<file path="config.mk">
export PLATFORM = sky130hd
export DESIGN_NAME = cryptoveril_seq_ctrl_flat
export DESIGN_NICKNAME = d
export VERILOG_FILES = /design/src/rtl/cryptoveril_seq_ctrl_if.sv /design/src/rtl/cryptoveril_seq_ctrl.sv /design/src/flat_wrapper.sv
export SDC_FILE = /design/constraint.sdc
export NUM_CORES = 1
export LEC_CHECK = 0
export BUFFER_PORTS_ARGS = -buffer_cell sky130_fd_sc_hd__buf_4
export CAP_MARGIN = 20
export CORE_UTILIZATION = 50
export DETAILED_ROUTE_END_ITERATION = 10
export PLACE_DENSITY = 0.79
export SYNTH_ARGS = -nofsm -noshare
export SYNTH_HDL_FRONTEND = slang
export SYNTH_SLANG_ARGS = --single-unit
</file>
<file path="constraint.sdc">
create_clock -name clk -period 2.3 [get_ports clk]
set_input_delay 0.115 -clock clk [delete_from_list [all_inputs] [get_ports clk]]
set_output_delay 0.115 -clock clk [all_outputs]
set_load 0.02 [all_outputs]
</file>
<file path="src/rtl/cryptoveril_seq_ctrl_if.sv">
// rtl/cryptoveril_seq_ctrl_if.sv - host request/response bundle for the cipher sequencer
// Purpose: groups the host-side request and response handshakes.
// Ports (signals):
//   req_valid/req_ready/req_data/req_key  request channel, host -> controller
//   rsp_valid/rsp_ready/rsp_data          response channel, controller -> host
// Modports: master = host side, slave = controller side.
interface cryptoveril_seq_ctrl_if #(
  parameter int DATA_W = 16,
  parameter int KEY_W  = 5
);
  logic              req_valid;
  logic              req_ready;
  logic [DATA_W-1:0] req_data;
  logic [KEY_W-1:0]  req_key;
  logic              rsp_valid;
  logic              rsp_ready;
  logic [DATA_W-1:0] rsp_data;

  modport master (
    output req_valid, req_data, req_key, rsp_ready,
    input  req_ready, rsp_valid, rsp_data
  );

  modport slave (
    input  req_valid, req_data, req_key, rsp_ready,
    output req_ready, rsp_valid, rsp_data
  );
endinterface

</file>
<file path="src/rtl/cryptoveril_seq_ctrl.sv">
// rtl/cryptoveril_seq_ctrl.sv - sequencer for the stage1 -> stage2 -> stage3 cipher pipeline
// Purpose: accepts one word/key request, pulses stage1 ld/start, waits for the
// synchronised stage1/stage2 done events (each guarded by a timeout), waits
// S3_LAT cycles for stage3, then returns the captured result to the host.
// Ports:
//   clk, rst      clock, asynchronous active-low reset
//   host          request/response handshakes (slave modport)
//   ld, start     stage1 load/start one-cycle pulses
//   stg_data/key  word and key held for the whole operation
//   stg1/2_done   done levels from a foreign clock domain
//   s3_result     stage3 output word
//   busy          high in any state except IDLE
//   timeout_err   one-cycle pulse when a wait state times out
module cryptoveril_seq_ctrl #(
  parameter int DATA_W  = 16,
  parameter int KEY_W   = 5,
  parameter int TIMEOUT = 255,
  parameter int S3_LAT  = 2
) (
  input  logic                clk,
  input  logic                rst,
  cryptoveril_seq_ctrl_if.slave host,
  output logic                ld,
  output logic                start,
  output logic [DATA_W-1:0]   stg_data,
  output logic [KEY_W-1:0]    stg_key,
  input  logic                stg1_done,
  input  logic                stg2_done,
  input  logic [DATA_W-1:0]   s3_result,
  output logic                busy,
  output logic                timeout_err
);

  localparam int TW = (TIMEOUT > 0) ? $clog2(TIMEOUT + 1) : 1;
  localparam int CW = (S3_LAT > 1) ? $clog2(S3_LAT) : 1;
  localparam logic [TW-1:0] T_MAX  = TW'(TIMEOUT);
  localparam logic [CW-1:0] C_INIT = CW'(S3_LAT - 1);

  typedef enum logic [2:0] {
    S_IDLE, S_LOAD, S_START, S_WAIT1, S_WAIT2, S_DRAIN, S_RESP, S_ERR
  } state_t;

  state_t        state;
  logic [TW-1:0] timer;
  logic [TW-1:0] timer_inc;
  logic [CW-1:0] drain_cnt;
  logic          pending;

  // [1:0] is the two-flop synchroniser, [2] remembers the previous synced
  // level so only a 0->1 transition produces an event.
  logic [2:0] s1_sync, s2_sync;
  logic       s1_ev, s2_ev;

  assign timer_inc = (timer == T_MAX) ? timer : timer + TW'(1);

  always_ff @(posedge clk or negedge rst) begin
    if (!rst) begin
      s1_sync <= '0;
      s2_sync <= '0;
      s1_ev   <= 1'b0;
      s2_ev   <= 1'b0;
    end else begin
      s1_sync <= {s1_sync[1:0], stg1_done};
      s2_sync <= {s2_sync[1:0], stg2_done};
      s1_ev   <= s1_sync[1] & ~s1_sync[2];
      s2_ev   <= s2_sync[1] & ~s2_sync[2];
    end
  end

  always_ff @(posedge clk or negedge rst) begin
    if (!rst) begin
      state          <= S_IDLE;
      host.req_ready <= 1'b1;
      host.rsp_valid <= 1'b0;
      host.rsp_data  <= '0;
      ld             <= 1'b0;
      start          <= 1'b0;
      busy           <= 1'b0;
      timeout_err    <= 1'b0;
      stg_data       <= '0;
      stg_key        <= '0;
      timer          <= '0;
      drain_cnt      <= '0;
      pending        <= 1'b0;
    end else begin
      ld          <= 1'b0;
      start       <= 1'b0;
      timeout_err <= 1'b0;
      case (state)
        S_IDLE: begin
          if (host.req_valid) begin
            stg_data       <= host.req_data;
            stg_key        <= host.req_key;
            host.req_ready <= 1'b0;
            busy           <= 1'b1;
            ld             <= 1'b1;
            state          <= S_LOAD;
          end
        end
        S_LOAD: begin
          start <= 1'b1;
          state <= S_START;
        end
        S_START: begin
          timer   <= '0;
          pending <= 1'b0;
          state   <= S_WAIT1;
        end
        S_WAIT1: begin
          // stage2 may finish first; remember it for WAIT2.
          if (s2_ev) pending <= 1'b1;
          // The done event is tested before the timeout so it wins a tie.
          if (s1_ev) begin
            timer <= '0;
            state <= S_WAIT2;
          end else if (timer == T_MAX) begin
            timeout_err <= 1'b1;
            state       <= S_ERR;
          end else begin
            timer <= timer_inc;
          end
        end
        S_WAIT2: begin
          if (s2_ev || pending) begin
            pending   <= 1'b0;
            drain_cnt <= C_INIT;
            state     <= S_DRAIN;
          end else if (timer == T_MAX) begin
            timeout_err <= 1'b1;
            state       <= S_ERR;
          end else begin
            timer <= timer_inc;
          end
        end
        S_DRAIN: begin
          if (drain_cnt == '0) begin
            host.rsp_data  <= s3_result;
            host.rsp_valid <= 1'b1;
            state          <= S_RESP;
          end else begin
            drain_cnt <= drain_cnt - CW'(1);
          end
        end
        S_RESP: begin
          if (host.rsp_valid && host.rsp_ready) begin
            host.rsp_valid <= 1'b0;
            host.req_ready <= 1'b1;
            busy           <= 1'b0;
            state          <= S_IDLE;
          end
        end
        S_ERR: begin
          pending        <= 1'b0;
          host.req_ready <= 1'b1;
          busy           <= 1'b0;
          state          <= S_IDLE;
        end
        default: begin
          host.req_ready <= 1'b1;
          busy           <= 1'b0;
          state          <= S_IDLE;
        end
      endcase
    end
  end

endmodule

</file>
<file path="src/flat_wrapper.sv">
// flat-port wrapper written by rule: the top's interface ports become plain ports
module cryptoveril_seq_ctrl_flat 
#(
  parameter int DATA_W  = 16,
  parameter int KEY_W   = 5,
  parameter int TIMEOUT = 255,
  parameter int S3_LAT  = 2
)
  (clk, rst, ld, start, stg_data, stg_key, stg1_done, stg2_done, s3_result, busy, timeout_err, host_req_valid, host_req_data, host_req_key, host_rsp_ready, host_req_ready, host_rsp_valid, host_rsp_data);
  cryptoveril_seq_ctrl_if #(.DATA_W(DATA_W), .KEY_W(KEY_W)) host_i ();
  input  logic clk;
  input  logic rst;
  output logic ld;
  output logic start;
  output logic [DATA_W-1:0] stg_data;
  output logic [KEY_W-1:0] stg_key;
  input  logic stg1_done;
  input  logic stg2_done;
  input  logic [DATA_W-1:0] s3_result;
  output logic busy;
  output logic timeout_err;
  input wire logic [$bits(host_i.req_valid)-1:0] host_req_valid;
  input wire logic [$bits(host_i.req_data)-1:0] host_req_data;
  input wire logic [$bits(host_i.req_key)-1:0] host_req_key;
  input wire logic [$bits(host_i.rsp_ready)-1:0] host_rsp_ready;
  output wire logic [$bits(host_i.req_ready)-1:0] host_req_ready;
  output wire logic [$bits(host_i.rsp_valid)-1:0] host_rsp_valid;
  output wire logic [$bits(host_i.rsp_data)-1:0] host_rsp_data;
  assign host_i.req_valid = host_req_valid;
  assign host_i.req_data = host_req_data;
  assign host_i.req_key = host_req_key;
  assign host_i.rsp_ready = host_rsp_ready;
  assign host_req_ready = host_i.req_ready;
  assign host_rsp_valid = host_i.rsp_valid;
  assign host_rsp_data = host_i.rsp_data;
  cryptoveril_seq_ctrl #(.DATA_W(DATA_W), .KEY_W(KEY_W), .TIMEOUT(TIMEOUT), .S3_LAT(S3_LAT)) u_core (.clk(clk), .rst(rst), .host(host_i), .ld(ld), .start(start), .stg_data(stg_data), .stg_key(stg_key), .stg1_done(stg1_done), .stg2_done(stg2_done), .s3_result(s3_result), .busy(busy), .timeout_err(timeout_err));
endmodule
</file>
==> impl_metrics.yaml, run 1 <==
floorplan:
  core_sq_um: 4880
  fp.dieH_um: 74.29
  io-pin-count: 86
  die_w_um: 74.29
  start_util_pct: 53.54
  rows: 25
  die_area_sq_um: 5518
detailed_routing:
  route.met2.wl_um: 2941
  vias: 1935
  via_per_inst: 5.272
  wirelength_um: 5673
  wl_met3_um: 406
  routed.top_layer: "met4"
  wl_met1_um: 2258
  drt_iter0_markers: 136
  first_pass_iters: 4
  wl_per_cell_um: 15.46
  antenna_left: 0
  drc: 0
worst_setup_path:
  endpoint: "u_core.timer[3]$_DFFE_PN0P_"
  cpMostUsedCell: "and3_1"
  worstPathRequired_ns: 2.56
  max_stage_delay_ns: 0.52
  r2r-end: "u_core.timer[3]$_DFFE_PN0P_"
  crit_slowest_cell: "or4_1"
  r2r_start: "u_core.timer[0]$_DFFE_PN0P_"
  critPathLaunchType: "register"
  reg2reg_slack_ns: 0.38
  cp-end-kind: "register"
  crit_chain: "ha_1 > and3_1 > and3_1 > or4_1 > a21boi_1"
  cp.depth: 5
  crit_fanout: 9
  path_buf_inv: 0
  reg2reg_depth: 5
  crit_family: "simple AND/OR/NAND/NOR gates"
  crit_start: "u_core.timer[0]$_DFFE_PN0P_"
  criticalPathCategory: "reg2reg"
  cp.arrival_ns: 2.18
timing:
  fin_ws_ns: 0.3764
  clock_skew_ns: 0.008870
  fin_crit_ns: 1.924
  period_share_pct: 83.63
  max_freq_ghz: 0.5199
  whs_ns: 0.01220
  rsz0062_at_grt: "no"
  setup-tns-final_ns: 0
  setup_viol: 0
  hold_viol: 0
  maxSlewViolCount: 0
  worstMarginPinSlew_ns: 0.7789
  slew_headroom_pct: 48.08
logic_synthesis:
  yosys-top-cells-count: "dfrtp_1, mux2_2, nand2_1, o21ai_0, a21oi_1"
  async_reset_ff_share_pct: 100.0
  synthDistinctLibCells: 44
  synth-seq-area-share_pct: 61.35
  yosysTopAreaCellShare_pct: 60.34
  synth_edf_count: 0
  synth_cells: 197
  ys_ff_latch: 64
  synth.most_common_cell: "dfrtp_1"
  synth_nets: 241
  yosys-top-cells-area: "dfrtp_1, mux2_2, o21ai_0"
  synth_warnings: 0
  synthFlopType: "dfrtp_1"
  synth_area_per_cell_sq_um: 13.26
  yosys.area.top_type: "dfrtp_1"
  netlist_area_sq_um: 2613
placement:
  post-place-ws_ns: 0.4044
  io_buffers: 85
  place.gp.congestion: 0.7887
  dp_hpwl_um: 3596
  place_inst: 342
cts:
  cts_tree: "yes"
  cts_made_buffers: 9
  cts_sinks: 64
  clk_latency_ns: 0.33
  cts.path.max_buffers: 2
  ctsHoldBuffers: 4
  htreeDepth: 3
  cts_resized: 0
  post_cts_buffers: 0
  path_clk_slew_ns: 0.07
  cts.root.buffer_cell: "clkbuf_8"
final_layout:
  finalNetCount: 339
  seq_area_sq_um: 1603
  syn_to_final_growth_pct: 37.84
  multi_input_area_sq_um: 960.9
  instances_no_fill: 367
  nFillCells: 359
  n_antenna_cell: 0
  drive_gt1_share_pct: 47.67
status:
  status: "finished, final reports clean"
power:
  power_density_nw_per_um2: 1372
  leakagePower_nw: 1.728
  peakVddDrop_uv: 801.3
grt:
  antenna_found_initial: 0
  grt_pass1_wl_um: 9004
  grt_max_degree: 65
  grtUsageTotal_pct: 22.19
  overflow: 0
  grt_pass1_vias: 2000
worst_hold_path:
  min_path_type: "in2reg"
job:
  maxCapViolCount: 0
-- layer usage --
layer	up-vias	global-route usage, %
li1	906	-
met1	956	26.78
met2	66	35.66
met3	7	9.350
met4	0	8.595
met5	-	0
-- area by class of cell --
class	instances	share of cell area, %
multi-input combinational	121	26.69
tap	67	2.328
inverter	3	0.3127
clock inverter	3	1.112
sequential	64	44.51
timing repair buffer	96	20.64
clock buffer	13	4.413
-- worst reg2reg max path: stages, from the launching register on --
cell and delay, ns:
dfrtp_1 0.42, ha_1 0.25, and3_1 0.24, and3_1 0.27, or4_1 0.52, a21boi_1 0.15
-- per-stage QoR --
stage / power (mW) / utilization (%) / area, sq um
floorplan: 3.127 / - / 2613
global placement: 3.896 / 67.87 / 3312
detailed placement: 3.972 / 67.87 / 3312
CTS: 4.959 / 72.77 / 3551
global route: 5.225 / 73.79 / 3601
finish: 4.942 / 73.79 / 3601
-- cell usage in the layout, fill, tap and decap left out, types with 5 or more instances in the layout --
| master | Yosys | layout |
|---|---|---|
| mux2_2 | 37 | 37 |
| and3_1 | 5 | 5 |
| o21ai_0 | 9 | 9 |
| nor2_1 | 5 | 5 |
| nand2_1 | 11 | 11 |
| a21oi_1 | 7 | 7 |
| clkbuf_8 | 0 | 11 |
| nand3_1 | 5 | 5 |
| buf_4 | 2 | 87 |
| dfrtp_1 | 63 | 63 |
| nor2b_1 | 5 | 5 |
| dlygate4sd3_1 | 0 | 9 |
-- kinds of logic (layout without fill, tap and decap cells) --
logic type               after synthesis  in the layout  synth area share, %
flip-flops                            64             64                61.35
AND/OR/NAND/NOR                       43             43                9.818
AO/OA/AOI/OAI                         39             39                9.818
multiplexers                          38             38                16.33
buffers and inverters                 12            115                2.202
adder cells (fa/ha/maj)                1              1               0.4789
-- report_power, final --
part	switching (mW)	total, mW	internal [mW]
combinational	1.03	2.05	1.02
clock	0.401	0.958	0.557
sequential	0.368	1.93	1.57
total	1.80	4.94	3.14
-- registers in the layout (all words and copies together) (netlist names) --
name / cells
u_core.pending: 1
u_core.drain_cnt: 1
u_core.state: 3
u_core.host.req_ready: 1
u_core.stg_data: 16
u_core.busy: 1
u_core.host.rsp_valid: 1
u_core.start: 1
u_core.s2_sync: 3
u_core.stg_key: 5
u_core.s1_ev: 1
u_core.s1_sync: 3
u_core.host.rsp_data: 16
u_core.timer: 8
u_core.s2_ev: 1
u_core.ld: 1
u_core.timeout_err: 1
-- worst min path at each step --
stage,end,slack [ns],from,cells past startpoint
2_1_floorplan,u_core.busy$_DFFE_PN0P_,-0.18,rst,0
3_3_place_gp,u_core.s2_sync[0]$_DFF_PN0_,0.23,stg2_done,1
3_5_place_dp,u_core.s1_sync[0]$_DFF_PN0_,0.23,stg1_done,1
4_1_cts,u_core.stg_data[8]$_DFFE_PN0P_,0.0003,host_req_data[8],2
5_1_grt,u_core.host.rsp_data[8]$_DFFE_PN0P_,0.0007,s3_result[8],2
6_report,u_core.stg_data[4]$_DFFE_PN0P_,0.01,host_req_data[4],2
(Power assumes the default switching activity.)
==> run 2, diff against run 1 <==
--- a/config.mk
+++ b/config.mk
@@ -7,9 +7,9 @@
 export LEC_CHECK = 0
 export BUFFER_PORTS_ARGS = -buffer_cell sky130_fd_sc_hd__buf_4
 export CAP_MARGIN = 20
-export CORE_UTILIZATION = 50
+export CORE_UTILIZATION = 45
 export DETAILED_ROUTE_END_ITERATION = 10
-export PLACE_DENSITY = 0.79
+export PLACE_DENSITY = 0.75
 export SYNTH_ARGS = -nofsm -noshare
 export SYNTH_HDL_FRONTEND = slang
 export SYNTH_SLANG_ARGS = --single-unit
==> constraint.sdc (replaced) <==
create_clock -name clk -period 1.6 [get_ports clk]
set_input_delay 0.08 -clock clk [delete_from_list [all_inputs] [get_ports clk]]
set_output_delay 0.08 -clock clk [all_outputs]
set_load 0.02 [all_outputs]
==> impl_metrics.yaml, run 2 (synthesis results as in run 1) <==
status:
  status: "finished, violations left"
  failed_checks: "negative setup slack"
worst_setup_path:
  cp-end-kind: "register"
  crit_fanout: 6
  crit_chain: "buf_6 > nor4b_4 > buf_6 > buf_12 > mux2_2"
  reg2reg_depth: 5
  reg2reg_slack_ns: -0.07
  cpMostUsedCell: "buf_6"
  r2r-end: "u_core.stg_key[4]$_DFFE_PN0P_"
  criticalPathCategory: "reg2reg"
  r2r_start: "u_core.state[2]$_DFFE_PN0P_"
  worstPathRequired_ns: 1.82
  crit_slowest_cell: "dfrtp_2"
  critPathLaunchType: "register"
  max_stage_delay_ns: 0.46
  cp.arrival_ns: 1.89
final_layout:
  reg.largest.list: "u_core.host.rsp_data: 16 flops, u_core.stg_data: 16 flops, u_core.timer: 8 flops"
  final_util_pct: 78.12
  finalNetCount: 397
  drive_gt1_share_pct: 50.70
  syn_to_final_growth_pct: 65.66
  n_antenna_cell: 0
  final_area_sq_um: 4328
  nFillCells: 313
  final_cell_mix: "buf_4, dfrtp_1, dlygate4sd3_1"
  final_common_cell: "buf_4"
placement:
  io_buffers: 85
  place.gp.congestion: 0.7971
  dp_hpwl_um: 3998
  post-place-ws_ns: -0.006135
  dpl-instance-area_sq_um: 3488
grt:
  grt_max_degree: 37
  overflow: 0
  grt_pass1_vias: 2333
  antenna_found_initial: 0
  grt_pass1_wl_um: 11340
  grtUsageTotal_pct: 24.80
worst_hold_path:
  min_from: "host_rsp_ready"
  min_path_type: "in2reg"
  hold_end: "u_core.host.rsp_valid$_DFFE_PN0P_"
  holdPathStages: 3
timing:
  fin_ws_ns: -0.07443
  clock_skew_ns: 0.008696
  rsz0062_at_grt: "yes"
  setup_viol: 21
  period_share_pct: 104.7
  setup-tns-final_ns: -0.7591
  hold_viol: 0
  fin_crit_ns: 1.674
  slew_headroom_pct: 73.48
  whs_ns: 0.01906
  maxSlewViolCount: 0
  max_freq_ghz: 0.5972
  worstMarginPinSlew_ns: 0.3978
detailed_routing:
  via_per_inst: 5.408
  drc: 0
  drt_iter0_markers: 154
  antenna_left: 0
  vias: 2320
  wirelength_um: 8286
  first_pass_iters: 4
  wl_per_cell_um: 19.31
cts:
  cts.root.buffer_cell: "clkbuf_8"
  path_clk_slew_ns: 0.07
  htreeDepth: 3
  cts_made_buffers: 9
  cts_sinks: 64
  cts_tree: "yes"
  cts.path.max_buffers: 2
  clk_latency_ns: 0.34
floorplan:
  fp.dieH_um: 78.20
  start_util_pct: 47.15
  core_sq_um: 5540
  io-pin-count: 86
  rows: 27
  die_area_sq_um: 6114
  die_w_um: 78.20
power:
  switchingPower_mw: 3.062
  pwr-share-seq_pct: 33.6
  power_frac_comb_pct: 47.6
  leakagePower_nw: 2.068
  power_frac_clock_pct: 18.9
  power_density_nw_per_um2: 1923
  peakVddDrop_uv: 1270
  p_sw_share_pct: 36.80
  p_int_mw: 5.258
job:
  maxCapViolCount: 0
-- run 2: cell type report --
cell class | instances | area, sq um | share of cell area, %
Clock buffer | 12 | 155.1 | 3.585
Clock inverter | 3 | 65.06 | 1.503
Inverter | 3 | 11.26 | 0.2602
Multi-Input combinational cell | 121 | 1062 | 24.54
Sequential cell | 64 | 1607 | 37.12
Tap cell | 72 | 90.09 | 2.082
Timing Repair Buffer | 154 | 1338 | 30.90
-- run 2: critical path: cells and delay by family (launching register included) --
kind | cells | cell delay, ns
buffers and inverters | 3 | 0.45
multiplexers | 1 | 0.36
AND/OR/NAND/NOR | 1 | 0.28
flip-flops | 1 | 0.46
-- run 2: metrics by stage --
stage	power, mW	cells
floorplan	4.527	197
finish	8.320	429
detailed placement	6.020	363
global route	8.674	429
global placement	5.918	363
CTS	7.662	418
-- run 2: power groups by stage --
| stage | combinational (mW) | clock [mW] | sequential (mW) |
|---|---|---|---|
| 4_1_cts | 3.42 | 1.55 | 2.69 |
| 3_5_place_dp | 3.31 | 0 | 2.71 |
| 2_1_floorplan | 1.28 | 0 | 3.25 |
| 5_1_grt | 4.17 | 1.66 | 2.84 |
| 6_report | 3.96 | 1.57 | 2.79 |
| 3_3_place_gp | 3.25 | 0 | 2.67 |
-- run 2: repair_timing --
item / in CTS / in global routing
setup buffers: 0 / 8
hold endpoints to repair: 67 / 0
gates resized for setup: 1 / 25
setup endpoints to repair: 2 / 44
cloned: 0 / 3
hold buffers: 40 / 0
pin swaps: 0 / 2
-- run 2: worst max path at each step --
stage,startpoint,end,cells after the start
final,u_core.state[2]$_DFFE_PN0P_,u_core.stg_key[4]$_DFFE_PN0P_,5
after global routing,u_core.state[2]$_DFFE_PN0P_,u_core.stg_key[4]$_DFFE_PN0P_,5
after CTS,u_core.timer[1]$_DFFE_PN0P_,u_core.timer[3]$_DFFE_PN0P_,5
after detailed placement,u_core.state[1]$_DFFE_PN0P_,u_core.timer[5]$_DFFE_PN0P_,5
after global placement,u_core.timer[1]$_DFFE_PN0P_,u_core.timer[0]$_DFFE_PN0P_,5
after floorplan,u_core.timer[1]$_DFFE_PN0P_,u_core.timer[3]$_DFFE_PN0P_,6
-- run 2: routing by layer --
layer	routed length, um	vias up	track usage [%]
li1	-	1024	-
met1	3135	1162	28.47
met2	4387	103	43.51
met3	456	31	5.930
met4	307	0	11.67
met5	0	-	0
